`config.mk`:
```
export PLATFORM = sky130hd
export DESIGN_NAME = tof_bram_write_arbiter
export DESIGN_NICKNAME = d
export VERILOG_FILES = /design/src/rtl/tof_bram_write_arbiter.sv
export SDC_FILE = /design/constraint.sdc
export NUM_CORES = 1
export LEC_CHECK = 0
export ABC_AREA = 1
export ABC_CLOCK_PERIOD_IN_PS = 2870
export CAP_MARGIN = 10
export CORE_AREA = 2 2 69 104
export DETAILED_ROUTE_END_ITERATION = 8
export DIE_AREA = 0 0 71 106
export HOLD_SLACK_MARGIN = 0.1
export PLACE_DENSITY = 0.83
export SETUP_SLACK_MARGIN = 0.15
export SKIP_LAST_GASP = 1
export SLEW_MARGIN = 30
export SYNTH_ARGS = -nofsm -noshare
export SYNTH_HDL_FRONTEND = slang
export SYNTH_SLANG_ARGS = --single-unit
```
`constraint.sdc`:
```
create_clock -name clk -period 2.87 [get_ports clk]
set_input_delay 0.287 -clock clk [delete_from_list [all_inputs] [get_ports clk]]
set_output_delay 0.287 -clock clk [all_outputs]
set_load 0.1 [all_outputs]
```
`src/rtl/tof_bram_write_arbiter.sv`:
```
// Round-robin arbiter that shares the single ToF BRAM write port among the ToF sensor channels.
// Each grant selects the sensor's muxed I2C data, then issues one write at {ToF_Index, zone}.
module tof_bram_write_arbiter #(
    parameter int NUM_TOF   = 8,
    parameter int IDX_W     = 3,
    parameter int ZONE_W    = 6,
    parameter int DATA_W    = 16,
    parameter int LAST_ZONE = 63
) (
    input  logic                      clk,
    input  logic                      reset,
    input  logic                      en,
    input  logic [NUM_TOF-1:0]        ToF_dr,
    input  logic [ZONE_W+DATA_W-1:0]  data_in,
    input  logic                      clear_overrun,
    output logic [IDX_W-1:0]          ToF_Index,
    output logic                      wea,
    output logic [IDX_W+ZONE_W-1:0]   addra,
    output logic [DATA_W-1:0]         dina,
    output logic                      busy,
    output logic [NUM_TOF-1:0]        overrun,
    output logic                      frame_done
);

    typedef enum logic [1:0] {S_IDLE, S_SELECT, S_WRITE} state_t;

    state_t                    r_state;
    state_t                    w_state_next;
    logic [NUM_TOF-1:0]        r_pending;
    logic [NUM_TOF-1:0]        r_done_mask;
    logic [NUM_TOF-1:0]        r_overrun;
    logic [IDX_W-1:0]          r_tof_index;
    logic [IDX_W-1:0]          r_last_grant;
    logic [IDX_W+ZONE_W-1:0]   r_addra;
    logic [DATA_W-1:0]         r_dina;
    logic                      r_wea;
    logic                      r_frame_done;

    logic [NUM_TOF-1:0]        w_clr;
    logic [NUM_TOF-1:0]        w_ovr_evt;
    logic [NUM_TOF-1:0]        w_done_next;
    logic [IDX_W-1:0]          w_cand [NUM_TOF];
    logic [IDX_W-1:0]          w_grant;
    logic                      w_grant_valid;
    logic                      w_start;
    logic [ZONE_W-1:0]         w_zone;

    assign w_zone = data_in[DATA_W+ZONE_W-1:DATA_W];

    // Candidate k is the sensor k+1 places after the last grant; the last grant itself comes last.
    genvar gi;
    generate
        for (gi = 0; gi < NUM_TOF; gi++) begin : g_chan
            assign w_cand[gi] = r_last_grant + IDX_W'(gi + 1);
            assign w_clr[gi]  = (r_state == S_SELECT) && (r_tof_index == IDX_W'(gi));
        end
    endgenerate

    always_comb begin
        w_grant       = '0;
        w_grant_valid = 1'b0;
        for (int k = NUM_TOF - 1; k >= 0; k--) begin
            if (r_pending[w_cand[k]]) begin
                w_grant       = w_cand[k];
                w_grant_valid = 1'b1;
            end
        end
    end

    // A new strobe on a still-pending sensor loses a sample unless this cycle retires it.
    assign w_ovr_evt   = ToF_dr & r_pending & ~w_clr;
    assign w_done_next = r_done_mask | ((w_zone == ZONE_W'(LAST_ZONE)) ? w_clr : '0);
    assign w_start     = (r_state == S_IDLE) && (w_state_next == S_SELECT);

    always_ff @(posedge clk) begin
        if (!reset) begin
            r_state <= S_IDLE;
        end else begin
            r_state <= w_state_next;
        end
    end

    always_comb begin
        w_state_next = r_state;
        case (r_state)
            S_IDLE:   if (en && w_grant_valid) w_state_next = S_SELECT;
            S_SELECT: w_state_next = S_WRITE;
            S_WRITE:  w_state_next = S_IDLE;
            default:  w_state_next = S_IDLE;
        endcase
    end

    always_comb begin
        busy = (r_state != S_IDLE);
    end

    always_ff @(posedge clk) begin
        if (!reset) begin
            r_pending    <= '0;
            r_done_mask  <= '0;
            r_overrun    <= '0;
            r_tof_index  <= '0;
            r_last_grant <= IDX_W'(NUM_TOF - 1);
            r_addra      <= '0;
            r_dina       <= '0;
            r_wea        <= 1'b0;
            r_frame_done <= 1'b0;
        end else begin
            r_pending    <= (r_pending & ~w_clr) | ToF_dr;
            r_overrun    <= (clear_overrun ? '0 : r_overrun) | w_ovr_evt;
            r_wea        <= 1'b0;
            r_frame_done <= 1'b0;
            if (w_start) begin
                r_tof_index  <= w_grant;
                r_last_grant <= w_grant;
            end
            if (r_state == S_SELECT) begin
                r_addra <= {r_tof_index, w_zone};
                r_dina  <= data_in[DATA_W-1:0];
                r_wea   <= 1'b1;
                if (&w_done_next) begin
                    r_frame_done <= 1'b1;
                    r_done_mask  <= '0;
                end else begin
                    r_done_mask  <= w_done_next;
                end
            end
        end
    end

    assign ToF_Index  = r_tof_index;
    assign wea        = r_wea;
    assign addra      = r_addra;
    assign dina       = r_dina;
    assign overrun    = r_overrun;
    assign frame_done = r_frame_done;

endmodule
```
==> results of run 1 <==
==> how the worst max path moves through the flow <==
stage / slack (ns) / cells past startpoint / to
2_1_floorplan: 0.66 / 9 / r_done_mask[0]
3_3_place_gp: 0.66 / 14 / r_last_grant[2]
3_5_place_dp: 0.60 / 14 / r_last_grant[2]
4_1_cts: 0.58 / 14 / r_last_grant[2]
5_1_grt: 0.43 / 14 / ToF_Index[1]
6_report: 0.59 / 14 / r_last_grant[2]
==> state kept, by name, indices dropped and copies added, names as in the netlist <==
name          cells
overrun           8
r_done_mask       8
frame_done        1
dina             16
r_last_grant      3
r_pending         8
addra             9
ToF_Index         3
r_state           2
==> logic make-up (layout without fill, tap and decap cells) <==
logic type,Yosys count,in the layout
AND/OR/NAND/NOR,214,214
AO/OA/AOI/OAI,80,80
flip-flops,58,58
buffers and inverters,46,123
adder cells (fa/ha/maj),2,2
XOR/XNOR,1,1
==> critical path, cell delays in order (launching register included) <==
cell and delay [ns]:
dfxtp_1 0.35, inv_2 0.10, ha_1 0.44, inv_1 0.21, nand3_2 0.13, nand3_2 0.09, nand2_1 0.13, inv_2 0.10
nand4_2 0.09, nor2_2 0.15, nor2_4 0.06, inv_4 0.09, nor2_2 0.04, nand2_2 0.08, o211ai_1 0.08
==> cell type report <==
| type | instances | area, sq um |
|---|---|---|
| clock buffers | 14 | 173 |
| clock inverters | 2 | 10.0 |
| fillers | 624 | 2960 |
| inverters | 31 | 124 |
| multi-input cells | 297 | 1530 |
| flip-flops and latches | 58 | 1160 |
| well taps | 78 | 97.6 |
| repair buffers | 76 | 653 |
==> cells in the mapped netlist <==
| cell | instances | area, sq um |
|---|---|---|
| a21oi_1 | 35 | 175 |
| a21oi_2 | 3 | 26.3 |
| a31oi_1 | 2 | 12.5 |
| buf_1 | 1 | 3.75 |
| buf_2 | 1 | 5.00 |
| buf_6 | 3 | 33.8 |
| clkbuf_1 | 10 | 37.5 |
| dfxtp_1 | 58 | 1160 |
| ha_1 | 2 | 25.0 |
| inv_1 | 19 | 71.3 |
| inv_2 | 9 | 33.8 |
| inv_4 | 3 | 18.8 |
| nand2_1 | 79 | 297 |
| nand2_2 | 17 | 106 |
| nand3_1 | 27 | 135 |
| nand3_2 | 19 | 190 |
| nand3b_1 | 1 | 7.51 |
| nand4_2 | 1 | 12.5 |
| nand4_4 | 1 | 21.3 |
| nor2_1 | 60 | 225 |
| nor2_2 | 6 | 37.5 |
| nor2_4 | 1 | 11.3 |
| nor3_1 | 1 | 5.00 |
| nor3_2 | 1 | 10.0 |
| o211ai_1 | 2 | 15.0 |
| o21ai_0 | 32 | 160 |
| o21bai_1 | 6 | 45.0 |
| xor2_2 | 1 | 16.3 |
==> metrics by stage <==
stage | setup slack [ns] | util (%) | total power [mW] | cell area, sq um | hold slack [ns]
2_1_floorplan | 0.656 | - | 3.07 | 2900 | 0.404
3_3_place_gp | 0.664 | 53.2 | 3.54 | 3570 | 0.457
3_5_place_dp | 0.595 | 53.2 | 3.55 | 3570 | 0.458
4_1_cts | 0.584 | 55.9 | 4.25 | 3750 | 0.467
5_1_grt | 0.434 | 55.9 | 4.53 | 3750 | 0.494
6_report | 0.590 | 55.9 | 4.25 | 3750 | 0.468
==> routing by layer <==
layer | vias up | track usage [%] | share of wire (%)
li1 | 1454 | - | -
met1 | 1295 | 23.8 | 39
met2 | 67 | 37.0 | 56
met3 | 14 | 3.03 | 3.0
met4 | 0 | 9.30 | 1.8
met5 | - | 0 | 0
==> power by group <==
| part | internal [mW] | switching [mW] |
|---|---|---|
| sequential | 0.922 | 0.106 |
| clock | 0.382 | 0.299 |
| combinational | 0.748 | 1.79 |
| total | 2.05 | 2.19 |
==> results.ini, run 1 <==
[run_status]
outcome = finished, final reports clean

[synth]
synth-seq-cells = 58
synth_compound_area_share_pct = 15.0
ys_seq_area_share_pct = 40.1
synth.distinct_cells = 28
synth-adder-area-share_pct = 0.863
synthXorXnorAreaFrac_pct = 0.561
syn-cell-area_sq_um = 2900
yosys.area_share.simple_pct = 36.5
synth_nets = 437
synth_top_family_by_area = simple AND/OR/NAND/NOR gates
muxShareOfSynthArea_pct = 0
syn_avg_cell_area_sq_um = 7.23
synthCells = 401
yosys_warnings = 0

[cells_and_area]
num_antenna_cells = 0
drive_above_1_share_pct = 24.9
final_cells = 556
layout_commonest_cell = nand2_1
layout_common_cells = nand2_1 (79), nor2_1 (60), dfxtp_1 (58)
areaGrowthSynthToFinish_pct = 29.4
nets = 509

[hold_path]
hold_path_end = overrun[7]
hp-class = reg2reg
hold_depth = 2
hp-start = overrun[7]

[clocking]
numCtsBuffers = 9
insertion_delay_ns = 0.33
cts.path.max_buffers = 2
ctsHoldBuffers = 0
cts_root_buffer = clkbuf_8
cts_resized = 0
htreeDepth = 3
clkTransAtPathRegs_ns = 0.06
post-cts-setup-buffers = 0
cts_tree = done
clock_sinks = 58

[global_route]
grt_pass1_vias = 2683
grt_max_degree = 43
track_usage_pct = 20.6
grt_remaining_overflow = 0
grt_pass1_wl_um = 12500
grt_antenna_before_repair = 0

[timing]
timing.fmax_mhz = 439
hold_viol = 0
fin_crit_sh_pct = 79.4
maxSlewViolCount = 0
rsz0062_at_grt = false
period_needed_ns = 2.28
setup_viol = 0
slew_headroom_pct = 47.0
skew_ns = 0.00755
finalSetupTns_ns = 0
worstMarginPinSlew_ns = 0.794

[setup_path]
rrSetupSlack_ns = 0.59
critPathLaunch = r_last_grant[0]
setup.worst_path.start_class = register
crit_required_ns = 3.07
end_kind = register
rr_endpoint = r_last_grant[2]
path_class = reg2reg
r2r-start = r_last_grant[0]
crit_fanout = 10
rr_worst_depth = 14
cp_data_arrival_time_ns = 2.48

[route]
first_pass_iters = 4
drc_errors = 0
routedWlPerCell_um = 13.6
viasPerCell = 5.09
dr_total_vias = 2830
drt_iter0_markers = 148
wl_um = 7570
ant_nets = 0

[floorplan]
die_area_sq_um = 7530
rows = 37
die_w_um = 71
start_util_pct = 43.2
die_h_um = 106
core_sq_um = 6710
ioPinCount = 73

[placement]
place.gp.congestion = 0.942
dpl.cell_count = 540
detailed_place_hpwl_um = 5680
portBuffers = 72

[job]
drv_cap = 0

[power_and_ir_drop]
power_density_nw_per_um2 = 1130
max-vdd-ir-drop_mv = 0.499
cellLeakagePower_nw = 1.69

No activity file was read; power rests on OpenSTA's default activity.
==> run 2, diff against run 1 <==
--- a/config.mk
+++ b/config.mk
@@ -6,13 +6,13 @@
 export NUM_CORES = 1
 export LEC_CHECK = 0
 export ABC_AREA = 1
-export ABC_CLOCK_PERIOD_IN_PS = 2870
+export ABC_CLOCK_PERIOD_IN_PS = 2090
 export CAP_MARGIN = 10
-export CORE_AREA = 2 2 69 104
+export CORE_AREA = 2 2 70 105
 export DETAILED_ROUTE_END_ITERATION = 8
-export DIE_AREA = 0 0 71 106
+export DIE_AREA = 0 0 72 107
 export HOLD_SLACK_MARGIN = 0.1
-export PLACE_DENSITY = 0.83
+export PLACE_DENSITY = 0.85
 export SETUP_SLACK_MARGIN = 0.15
 export SKIP_LAST_GASP = 1
 export SLEW_MARGIN = 30
==> constraint.sdc (replaced) <==
create_clock -name clk -period 2.09 [get_ports clk]
set_input_delay 0.209 -clock clk [delete_from_list [all_inputs] [get_ports clk]]
set_output_delay 0.209 -clock clk [all_outputs]
set_load 0.1 [all_outputs]
==> run 2 against run 1 <==
Against the previous run:
- wire length up 5.2%
- via count is 5.5% higher
- critical path depth did not move
- clock power up 72%
- non-clock buffer count increased by 11
- register-to-register slack got worse by 0.36 ns
- hold slack worse by 0.0021 ns
- clock skew is 0.0031 ns higher
- critical endpoint unchanged
- largest cell class unchanged
==> results.ini, run 2 (same netlist as run 1, synthesis figures left out) <==
[run_status]
outcome = finished, final reports clean

[timing]
slew_headroom_pct = 73.4  ; +26 points
hold_viol = 0  ; unchanged
period_needed_ns = 1.86  ; -0.422 ns
rsz0062_at_grt = true
maxSlewViolCount = 0  ; unchanged
worstMarginPinSlew_ns = 0.399  ; -0.395 ns
skew_ns = 0.0107  ; +0.00311 ns
timing.fmax_mhz = 538  ; +23%
fin_crit_sh_pct = 88.9  ; +9.4 points
finalSetupTns_ns = 0  ; unchanged
setup_viol = 0  ; unchanged

[route]
drc_errors = 0  ; unchanged
wl_um = 7960  ; +5.2%
ant_nets = 0  ; unchanged
routedWlPerCell_um = 14.0  ; +3.2%
dr_total_vias = 2985  ; +5.5%
viasPerCell = 5.26  ; +3.4%
first_pass_iters = 4  ; unchanged
drt_iter0_markers = 149  ; +0.68%

[setup_path]
rr_endpoint = r_last_grant[2]
critPathLaunch = r_last_grant[0]
crit_fanout = 8  ; -2
crit_required_ns = 2.29  ; -0.78 ns
r2r-start = r_last_grant[0]
rrSetupSlack_ns = 0.23  ; -0.36 ns
cp_data_arrival_time_ns = 2.06  ; -0.42 ns
end_kind = register
setup.worst_path.start_class = register
rr_worst_depth = 14  ; unchanged
path_class = reg2reg
endpoint = r_last_grant[2]

[cells_and_area]
drive_above_1_share_pct = 30.7  ; +5.8 points
final_cells = 567  ; +2.0%
layout_common_cells = nand2_1 (75), nor2_1 (59), dfxtp_1 (52), buf_4 (52), a21oi_1 (35)
areaGrowthSynthToFinish_pct = 37.4
layout_commonest_cell = nand2_1
nets = 520  ; +2.2%
largest_register_ffs = 16  ; unchanged
num_antenna_cells = 0  ; unchanged
fillers = 601  ; -3.7%

[clocking]
clkTransAtPathRegs_ns = 0.07  ; about the same
cts_tree = done
numCtsBuffers = 9  ; unchanged
insertion_delay_ns = 0.34  ; about the same
cts.path.max_buffers = 2  ; unchanged
clock_sinks = 58  ; unchanged
cts_root_buffer = clkbuf_8
htreeDepth = 3  ; unchanged
ctsHoldBuffers = 0  ; unchanged

[floorplan]
core_sq_um = 6810  ; +1.4%
die_h_um = 107  ; +0.94%
start_util_pct = 42.6  ; -0.59 points
rows = 37  ; unchanged
die_area_sq_um = 7700  ; +2.4%
ioPinCount = 73  ; unchanged
die_w_um = 72  ; +1.4%

[global_route]
grt_pass1_vias = 2913  ; +8.6%
grt_pass1_wl_um = 13000  ; +4.4%
grt_max_degree = 43  ; unchanged
grt_antenna_before_repair = 0  ; unchanged
track_usage_pct = 21.6  ; +0.99 points
grt_remaining_overflow = 0  ; unchanged

[placement]
portBuffers = 72  ; unchanged
dpl.cell_count = 546  ; +1.1%
place.gp.congestion = 0.938  ; -0.46%
detailed_place_hpwl_um = 5880  ; +3.6%

[power_and_ir_drop]
power_density_nw_per_um2 = 1640  ; +45%
max-vdd-ir-drop_mv = 0.717  ; +44%
cellLeakagePower_nw = 1.78  ; +5.4%

[hold_path]
hp-class = reg2reg

[job]
drv_cap = 0  ; unchanged

## run 2: final cells by class
| class | instances | area, sq um | share of cell area, % |
|---|---|---|---|
| clock inverter | 4 | 73.8 | 1.85 |
| clock buffer | 12 | 155 | 3.90 |
| multi-input combinational | 297 | 1610 | 40.5 |
| sequential | 58 | 1170 | 29.4 |
| tap | 78 | 97.6 | 2.45 |
| inverter | 31 | 126 | 3.17 |
| timing repair buffer | 87 | 747 | 18.8 |
## run 2: critical path, stage by stage (launching register included)
cell and delay (ns):
dfxtp_2 0.33, buf_6 0.12, buf_4 0.17, nand2_2 0.09
nand3_2 0.10, nand3_2 0.10, nand2_2 0.11, nor2_4 0.13
nand3_2 0.10, nor2_4 0.12, nor2_4 0.06, inv_4 0.08
nor2_2 0.04, nand2_2 0.07, o211ai_1 0.09
## run 2: routing by layer
metal,share of wire [%],track usage [%],wire length (um)
met4,4.8,14.6,380
met2,56,39.7,4480
met1,36,21.6,2870
met5,0,0,0
met3,2.9,3.76,234
## run 2: worst min-delay path by stage
| stage | from | to | slack (ns) | cells after the start |
|---|---|---|---|---|
| CTS | overrun[7] | overrun[7] | 0.47 | 2 |
| detailed placement | overrun[7] | overrun[7] | 0.46 | 2 |
| global placement | overrun[2] | overrun[2] | 0.46 | 2 |
| floorplan | ToF_dr[0] | r_pending[0] | 0.33 | 2 |
| global route | overrun[0] | overrun[0] | 0.49 | 2 |
| finish | overrun[1] | overrun[1] | 0.47 | 2 |
## run 2: stage by stage
stage	utilization, %	total power, mW	area (sq um)	worst slack, ns	hold WS, ns
finish	58.5	6.55	3980	0.232	0.466
global route	58.5	6.98	3980	0.118	0.492
CTS	57.2	6.28	3890	0.172	0.470
detailed placement	53.4	4.98	3630	0.0165	0.460
global placement	53.4	4.91	3630	0.0995	0.459
floorplan	-	4.29	2920	0.157	0.326
## run 2: power breakdown
group          switching [mW]  internal [mW]  total (mW)
clock                   0.438          0.737        1.17
sequential              0.133           1.28        1.41
combinational            2.66           1.30        3.96
## run 2: repair_timing
action / CTS / global route
resized for setup: 7 / 13
buffers inserted: 1 / 4
pin swaps: 2 / 6
setup endpoints to repair: 5 / 6
